[config.mk]
export PLATFORM = sky130hd
export DESIGN_NAME = alu_multicycle
export DESIGN_NICKNAME = d
export VERILOG_FILES = /design/src/rtl/alu_multicycle.sv
export SDC_FILE = /design/constraint.sdc
export NUM_CORES = 1
export LEC_CHECK = 0
export CAP_MARGIN = 15
export CORE_AREA = 2 2 172 174
export CTS_BUF_LIST = sky130_fd_sc_hd__clkbuf_16
export CTS_CLUSTER_SIZE = 28
export DETAILED_ROUTE_END_ITERATION = 16
export DIE_AREA = 0 0 174 176
export PLACE_DENSITY = 0.85
export SETUP_SLACK_MARGIN = 0.2
export SYNTH_ARGS = -nofsm -noshare
export SYNTH_HDL_FRONTEND = slang
export SYNTH_SLANG_ARGS = --single-unit
[constraint.sdc]
create_clock -name clk -period 5.49 [get_ports clk]
set_clock_uncertainty 0.05 [all_clocks]
set_input_delay 0.549 -clock clk [delete_from_list [all_inputs] [get_ports clk]]
set_output_delay 0.549 -clock clk [all_outputs]
set_load 0.02 [all_outputs]
[src/rtl/alu_multicycle.sv]
// alu_multicycle: single-cycle logic/arithmetic ALU plus iterative unsigned
// multiply (shift-add) and divide (restoring), one iteration per clock.
// hi/lo hold the 2*WIDTH product or the remainder/quotient pair.
module alu_multicycle #(
    parameter int WIDTH = 32,
    parameter int CNT_W = 6
) (
    input  logic             clk,
    input  logic             reset,
    input  logic             start,
    input  logic [3:0]       controle,
    input  logic [WIDTH-1:0] r1,
    input  logic [WIDTH-1:0] r2,
    input  logic             branch_eq,
    input  logic             branch_neq,
    output logic [WIDTH-1:0] result,
    output logic             zero,
    output logic [WIDTH-1:0] hi,
    output logic [WIDTH-1:0] lo,
    output logic             busy,
    output logic             done,
    output logic             div_by_zero
);

    localparam logic [3:0] OP_AND   = 4'b0000;
    localparam logic [3:0] OP_OR    = 4'b0001;
    localparam logic [3:0] OP_ADD   = 4'b0010;
    localparam logic [3:0] OP_SUB   = 4'b0110;
    localparam logic [3:0] OP_SLTU  = 4'b0111;
    localparam logic [3:0] OP_NOR   = 4'b1100;
    localparam logic [3:0] OP_MULTU = 4'b1000;
    localparam logic [3:0] OP_DIVU  = 4'b1001;
    localparam logic [3:0] OP_MFHI  = 4'b1010;
    localparam logic [3:0] OP_MFLO  = 4'b1011;

    localparam logic [CNT_W-1:0] LAST_ITER = CNT_W'(WIDTH - 1);

    typedef enum logic [1:0] {
        IDLE = 2'd0,
        MUL  = 2'd1,
        DIV  = 2'd2
    } state_t;

    state_t state, state_next;

    logic [CNT_W-1:0] cnt;
    // Working registers shared by both iterative ops:
    // MUL: acc_hi = partial product upper half, acc_lo = multiplier / low half.
    // DIV: acc_hi = partial remainder, acc_lo = dividend shifting into quotient.
    logic [WIDTH-1:0] acc_hi, acc_lo, operand;

    logic             last_iter;
    logic [WIDTH-1:0] alu_result;
    logic             branch_flag;
    logic [WIDTH:0]   mul_sum;
    logic [WIDTH-1:0] mul_hi_next, mul_lo_next;
    logic [WIDTH:0]   div_shift, div_diff;
    logic [WIDTH-1:0] div_hi_next, div_lo_next;

    assign last_iter = (cnt == LAST_ITER);

    // Next-state logic and busy flag derived from the current state.
    always_comb begin
        // NOTE: every signal assigned here gets a default first, so no path
        // can leave it unassigned and infer a latch.
        state_next = state;
        busy       = (state != IDLE);
        unique case (state)
            IDLE: begin
                if (start && controle == OP_MULTU)
                    state_next = MUL;
                else if (start && controle == OP_DIVU && r2 != '0)
                    state_next = DIV;
            end
            MUL, DIV: begin
                if (last_iter)
                    state_next = IDLE;
            end
            default: state_next = IDLE;
        endcase
    end

    // Single-cycle ALU result and branch compare on the live operands.
    always_comb begin
        alu_result = '0;
        unique case (controle)
            OP_AND:  alu_result = r1 & r2;
            OP_OR:   alu_result = r1 | r2;
            OP_ADD:  alu_result = r1 + r2;
            OP_SUB:  alu_result = r1 - r2;
            OP_SLTU: alu_result = {{(WIDTH-1){1'b0}}, (r1 < r2)};
            OP_NOR:  alu_result = ~(r1 | r2);
            OP_MFHI: alu_result = hi;
            OP_MFLO: alu_result = lo;
            default: alu_result = '0;
        endcase
        if (branch_eq)
            branch_flag = (r1 == r2);
        else if (branch_neq)
            branch_flag = (r1 != r2);
        else
            branch_flag = 1'b0;
    end

    // One shift-add and one restoring-divide step on the working registers.
    always_comb begin
        mul_sum     = {1'b0, acc_hi} + (acc_lo[0] ? {1'b0, operand} : '0);
        mul_hi_next = mul_sum[WIDTH:1];
        mul_lo_next = {mul_sum[0], acc_lo[WIDTH-1:1]};

        // Partial remainder stays below the divisor, so WIDTH+1 bits suffice.
        div_shift = {acc_hi, acc_lo[WIDTH-1]};
        div_diff  = div_shift - {1'b0, operand};
        if (!div_diff[WIDTH]) begin
            div_hi_next = div_diff[WIDTH-1:0];
            div_lo_next = {acc_lo[WIDTH-2:0], 1'b1};
        end else begin
            div_hi_next = div_shift[WIDTH-1:0];
            div_lo_next = {acc_lo[WIDTH-2:0], 1'b0};
        end
    end

    // State register.
    always_ff @(posedge clk) begin
        // NOTE: clocked state uses non-blocking assignments so every register
        // samples values from before the edge, independent of statement order.
        if (reset)
            state <= IDLE;
        else
            state <= state_next;
    end

    // Datapath: operand capture, iteration, and registered outputs.
    always_ff @(posedge clk) begin
        if (reset) begin
            cnt         <= '0;
            acc_hi      <= '0;
            acc_lo      <= '0;
            operand     <= '0;
            result      <= '0;
            zero        <= 1'b0;
            hi          <= '0;
            lo          <= '0;
            done        <= 1'b0;
            div_by_zero <= 1'b0;
        end else begin
            done <= 1'b0;
            unique case (state)
                IDLE: begin
                    if (start) begin
                        if (controle == OP_MULTU ||
                            (controle == OP_DIVU && r2 != '0)) begin
                            acc_hi  <= '0;
                            acc_lo  <= r1;
                            operand <= r2;
                            cnt     <= '0;
                        end else if (controle == OP_DIVU) begin
                            // Divide by zero finishes immediately.
                            lo          <= '1;
                            hi          <= r1;
                            div_by_zero <= 1'b1;
                            done        <= 1'b1;
                        end else begin
                            result      <= alu_result;
                            zero        <= branch_flag;
                            div_by_zero <= 1'b0;
                            done        <= 1'b1;
                        end
                    end
                end
                MUL: begin
                    acc_hi <= mul_hi_next;
                    acc_lo <= mul_lo_next;
                    cnt    <= cnt + CNT_W'(1);
                    if (last_iter) begin
                        hi          <= mul_hi_next;
                        lo          <= mul_lo_next;
                        div_by_zero <= 1'b0;
                        done        <= 1'b1;
                    end
                end
                DIV: begin
                    acc_hi <= div_hi_next;
                    acc_lo <= div_lo_next;
                    cnt    <= cnt + CNT_W'(1);
                    if (last_iter) begin
                        hi          <= div_hi_next;
                        lo          <= div_lo_next;
                        div_by_zero <= 1'b0;
                        done        <= 1'b1;
                    end
                end
                default: ;
            endcase
        end
    end

endmodule

### Word-level counts from Yosys, hierarchy flattened

Index checks and enable logic that the tools add are counted.

* memory bits (read-only): 0
* register bits: 203
* output and inout bits: 100
* RAM bits: 0
* bits of input ports: 73
* word-level logic and storage cells: 103
* memories: 0
* latch bits: 0

* reductions and logical operators: 19
* shift operators: 0
* add/subtract/negate cells: 5
* muxes and demuxes: 40
* div/mod/pow operators: 0
* equal/unequal tests: 22
* bitwise gates (word level): 5
* $mul: 0
* $lt $le $gt $ge: 1

Operators with widths (number)
* 2-to-1 mux 32 bit: 16
* one-hot mux 32 bit (3 select lines): 4
* one-hot mux 32 bit (8 select lines): 1
* adder 32 x 32 -> 33 bit: 1
* subtractor 33 x 32 -> 33 bit: 1
* adder 32 bit: 1
* AND 32 bit: 1
* == test 32 bit: 1
* < comparator 32 bit: 1
* != test 32 bit: 1
* NOT 32 bit: 1
* bitwise OR 32 bit: 1
* nonzero test 32 bit: 1
* subtractor 32 bit: 1
* == test 4 bit, second input constant: 5
* 2-to-1 mux 6 bit: 2
* != test 2 bit, second input constant: 6
* one-hot mux 6 bit (2 select lines): 1
* 2-to-1 mux 1 bit: 10
* AND reduction 3 bit: 3
* == test 4 x 3 -> 1 bit, second input constant: 2
* AND reduction 4 bit: 2
* adder 6 x 1 -> 6 bit, second input constant: 1
* == test 6 x 5 -> 1 bit, second input constant: 1
* other kinds (19): 27

### Logic depth before layout (Yosys ltp)

* word-level depth: 6
* depth in mapped cells: 17
* gate-level depth less buffers: 14

### Worst setup path before layout

OpenSTA, ideal clock, no wires.

* path kind: in2reg
* start point: in r1[0]
* end point: reg result[28]
* data required time: 5366 ps
* slack: 2159 ps
* path buffers: 0
* arrival: 3207 ps
* stages: 14
* path through: inv_1 -> ha_1 -> inv_1 -> fa_1 -> nor2b_1 -> o21a_1 -> o31ai_1 -> nand4b_1 -> a221oi_2 -> o21bai_2 -> a211oi_2 -> nor2_1 -> or4_1 -> a31oi_1

* cells in the longest elaborated chain, start to end: 2
* elaborated cells on any way between the ends: 3
* those cells by class: add/sub: 2; mux: 1

RTL lines
* start: declaration: line 12 `input logic [WIDTH-1:0] r1,`
* subtractor 32 bit or adder 32 bit (tied branches): line 90, 89
* one-hot mux 32 bit (8 select lines) (*): line 86 `unique case (controle)`
* end signal: assignment: line 164 `result <= alu_result;`
* end: declaration: line 16 `output logic [WIDTH-1:0] result,`

Every way passes the cells marked *; elsewhere a longest branch is shown, timed or not.
A chain may end at the register's enable or synchronous reset.

### Final worst setup path

* start point: in r2[27]
* end point: reg hi[11]

* cells in the longest elaborated chain, start to end: 5

RTL lines
* start: declaration: line 13 `input logic [WIDTH-1:0] r2,`
* nonzero test 32 bit: line 152 `(controle == OP_DIVU && r2 != '0)) begin`
* logical AND 1 bit: line 152
* logical OR 1 bit: line 151 `if (controle == OP_MULTU ||`
* != test 2 bit (no source line)
* AND reduction 6 bit (no source line)
* end signal: assignment: line 160 `hi <= r1;`
* end signal: assignment: line 176 `hi <= mul_hi_next;`
* end signal: assignment: line 187 `hi <= div_hi_next;`
* end: declaration: line 18 `output logic [WIDTH-1:0] hi,`

No other way between the ends.

==> qor.txt <==
CLOCKING
-------------------------------------------------------------------------------------
Quantity of gates resized following cts                                             0
Clock tree from TritonCTS                                                       built
Clock latency of the later-clocked register in the worst-skew pair            0.54 ns
Clock Tree Buf Depth                                                                3
Post-CTS repair timing setup buffer count                                           0
Number of buffers added by the clock tree synthesis step                           23
H-tree depth                                                                        1
Reg clk slew, reported paths                                                  0.06 ns
Total number of clock tree sinks                                                  203
Number of hold buffers added after cts                                              0
Clk root buf                                                             sky130_fd_sc_hd__clkbuf_16

GLOBAL ROUTING
-------------------------------------------------------------------------------------
Most Crowded Layer GR                                                            met2
GR Layer Usage met2                                                             0.678
Total congestion overflow after global routing                                      0
Maximum number of pins on one net before global-route repair                       86
Total routing resource utilization after global routing                         0.431
Global-route met1 utilization                                                   0.586
Vias in the first global route                                                  18400
Initial antenna violation count                                                     3
Met3 usage                                                                     0.0950
First-pass GRT wire length                                                  105000 um

CELLS AND AREA
-------------------------------------------------------------------------------------
Final design utilization                                                        0.709
Layout Area Growth over Synthesis                                               14.8%
Post-route non-filler standard cell count                                        2876
Number of nets in the finished design                                            2718
Most frequent standard cell in the layout excluding fill and tap cells   sky130_fd_sc_hd__nor2_1
Commonest non-fill, non-tap cells in the layout                          sky130_fd_sc_hd__nor2_1 (270), sky130_fd_sc_hd__a21oi_1 (232), sky130_fd_sc_hd__nand2_1 (225)
Ratio of cells with drive above 1 in the final layout                          0.0470

SYNTHESIS
-------------------------------------------------------------------------------------
Number of synthesis warnings                                                        0
Synthesized area per cell                                                    7.35 um2
Post-Syn Instances                                                               2398
Net count after synthesis                                                        2641
Area leader, netlist                                                     sky130_fd_sc_hd__dfxtp_1
Post-synth EDFFs                                                                    0
Share of the yosys chip area belonging to registers                             0.230
Synthesized flop and latch total                                                  203
Primary flip-flop cell chosen by synthesis mapping                       sky130_fd_sc_hd__dfxtp_1
Top area cells in the synthesized netlist                                sky130_fd_sc_hd__dfxtp_1 (23%), sky130_fd_sc_hd__ha_1 (12%), sky130_fd_sc_hd__a21oi_1 (6.6%), sky130_fd_sc_hd__nor2_1 (5.8%), sky130_fd_sc_hd__nand2_1 (4.8%)
Area of the mapped netlist                                                  17600 um2
Count of distinct cell types in the synthesized netlist                            84
Proportion of netlist area held by the largest area contributor                 0.230
Share of synthesized registers carrying an async set or reset                       0

STA
-------------------------------------------------------------------------------------
Setup violators final                                                               0
Shortest period the worst path allows                                         4.63 ns
Relative slew margins                                                           0.273
Slew of the pin with the lowest slew margin                                   1.09 ns
Setup repair after global routing missed its margin                                no
Period utilisation layout                                                       0.843
Final Hold Vio Count                                                                0
Count of pins over their slew limit                                                 0
Fmax                                                                          216 MHz
Final TNS setup                                                                  0 ns

ROUTING
-------------------------------------------------------------------------------------
Post-detailed-route wirelength per cell                                       24.0 um
Post-detailed-routing wire length                                            68900 um
Initial drt markers                                                              2948
Vias                                                                            20000
DRC errors left                                                                     0
Number of nets with antenna violations after detailed routing                       0
Vias per inst                                                                    6.97
Length of the first detailed-routing pass in iterations                             6

RUN
-------------------------------------------------------------------------------------
Max-capacitance violation count                                                     0

MIN PATH
-------------------------------------------------------------------------------------
HP Class                                                                   reg -> reg
Count of cells along the worst hold path                                            2

FLOORPLAN
-------------------------------------------------------------------------------------
Standard-cell row count                                                            62
Width of the chip                                                              174 um
Die footprint                                                               30600 um2
Die extent in y                                                                176 um
Core region area                                                            28500 um2
I/O pin total                                                                     173
Starting Density                                                                0.618

CRITICAL PATH
-------------------------------------------------------------------------------------
Critical path data required time                                              5.81 ns
Arrival time of data at the critical path endpoint                            4.95 ns
Startpoint class of the critical path                                    primary input
Critical path startpoint                                                       r2[27]
Flop2flop setup slack                                                         1.17 ns
Worst flop-to-flop path endpoint                                               hi[29]
Number of cells traversed by the worst register-to-register path                   12
Classification of the worst setup path                                      in -> reg
Worst R2R Start                                                             acc_lo[0]
Maximum fanout along the worst path                                                35
Capturing instance or port of the critical path                                hi[11]
CP endpoint kind                                                                 flop

POWER
-------------------------------------------------------------------------------------
Switching power                                                               1.73 mW
Max IR drop VDD                                                              0.222 mV
Share of power burned in combinational logic                                    0.322
Share of total power in sequential cells                                        0.350
Power per Cell Area                                                        228 nW/um2
Static leakage                                                                8.22 nW
Total internal power                                                          2.89 mW
Fraction of power spent switching nets                                          0.374
Portion of total power attributed to the clock network                          0.329

PLACED DESIGN
-------------------------------------------------------------------------------------
Number of instances in the placed design                                         2834
HPWL after detailed placement                                                51700 um
Number of buffer cells added on primary ports                                     172
Routability congestion estimate                                                  1.03

OUTCOME
-------------------------------------------------------------------------------------
Run status                                                                  completed

==> how the worst min path moves through the flow <==
stage	start	to	slack, ns
5_1_grt	result[23]	result[23]	0.44
4_1_cts	result[20]	result[20]	0.39
6_report	result[20]	result[20]	0.39
2_1_floorplan	acc_hi[29]	acc_hi[29]	0.41
3_5_place_dp	result[20]	result[20]	0.38
3_3_place_gp	result[23]	result[23]	0.39
==> stage by stage <==
| stage | total power, mW | worst slack (ns) | hold WS (ns) | instance area, um2 |
|---|---|---|---|---|
| after floorplan | 2.56 | 2.16 | 0.406 | 17600 |
| final | 4.62 | 0.861 | 0.393 | 20200 |
| after global placement | 3.03 | 0.664 | 0.385 | 19500 |
| after CTS | 4.54 | 1.06 | 0.392 | 20200 |
| after global routing | 4.75 | 0.817 | 0.435 | 20200 |
| after detailed placement | 3.06 | 0.507 | 0.384 | 19500 |
==> layer usage <==
| metal | routed length [um] | vias up | part of all wire |
|---|---|---|---|
| met5 | 13 | - | 0.00019 |
| met4 | 2800 | 2 | 0.041 |
| met3 | 9230 | 237 | 0.13 |
| met2 | 29800 | 1539 | 0.43 |
| met1 | 27000 | 9365 | 0.39 |
| li1 | - | 8904 | - |
==> Yosys cell counts, types with 41 or more instances <==
cell type                  number
sky130_fd_sc_hd__clkbuf_1     113
sky130_fd_sc_hd__a21o_1        52
sky130_fd_sc_hd__nor2_1       274
sky130_fd_sc_hd__ha_1         166
sky130_fd_sc_hd__a211oi_1      53
sky130_fd_sc_hd__a221oi_1      48
sky130_fd_sc_hd__o21ai_0      132
sky130_fd_sc_hd__nand2_1      225
sky130_fd_sc_hd__nor3_1        65
sky130_fd_sc_hd__a21oi_1      232
sky130_fd_sc_hd__inv_1        154
sky130_fd_sc_hd__dfxtp_1      203
sky130_fd_sc_hd__nand3_1       41
==> state kept, by name (all words and copies together), names as in the netlist, 2 cells and up <==
| signal | cells |
|---|---|
| acc_hi | 32 |
| acc_lo | 32 |
| hi | 32 |
| lo | 32 |
| operand | 32 |
| result | 32 |
| cnt | 6 |
| state | 2 |
==> power groups by stage <==
stage / Combinational [mW] / Clock (mW) / Sequential [mW]
finish: 1.48 / 1.52 / 1.61
global route: 1.57 / 1.56 / 1.62
CTS: 1.43 / 1.50 / 1.61
detailed placement: 1.42 / 0 / 1.64
global placement: 1.40 / 0 / 1.64
floorplan: 0.904 / 0 / 1.66
==> cell families after synthesis <==
family                     share of synthesized area
and+or+nand+nor                                0.204
adders and majority gates                      0.122
muxes                                         0.0311
buffers and inverters                         0.0683
xor gates and xnor gates                      0.0303
AOI/OAI and AO/OA                              0.313
DFF                                            0.230
==> final cells by class <==
class	count	area, um2
multi-input combinational	1890	12400
fill	2332	8310
sequential	203	4060
timing repair buffer	202	1970
inverter	155	582
clock buffer	23	576
tap	384	480
clock inverter	17	131
antenna	2	5.00
==> critical path, stage by stage <==
cell and delay (ns):
sky130_fd_sc_hd__clkdlybuf4s50_1 0.55, sky130_fd_sc_hd__nor4_1 0.88, sky130_fd_sc_hd__nand4_1 0.18, sky130_fd_sc_hd__nor4_1 0.44, sky130_fd_sc_hd__a21boi_0 0.26, sky130_fd_sc_hd__nor2_1 0.25, sky130_fd_sc_hd__nand3_1 0.18, sky130_fd_sc_hd__a21oi_4 0.82
sky130_fd_sc_hd__nand2_1 0.37, sky130_fd_sc_hd__a221oi_1 0.34, sky130_fd_sc_hd__a2111oi_0 0.12
Note: power is estimated with default switching activity, not from simulation.
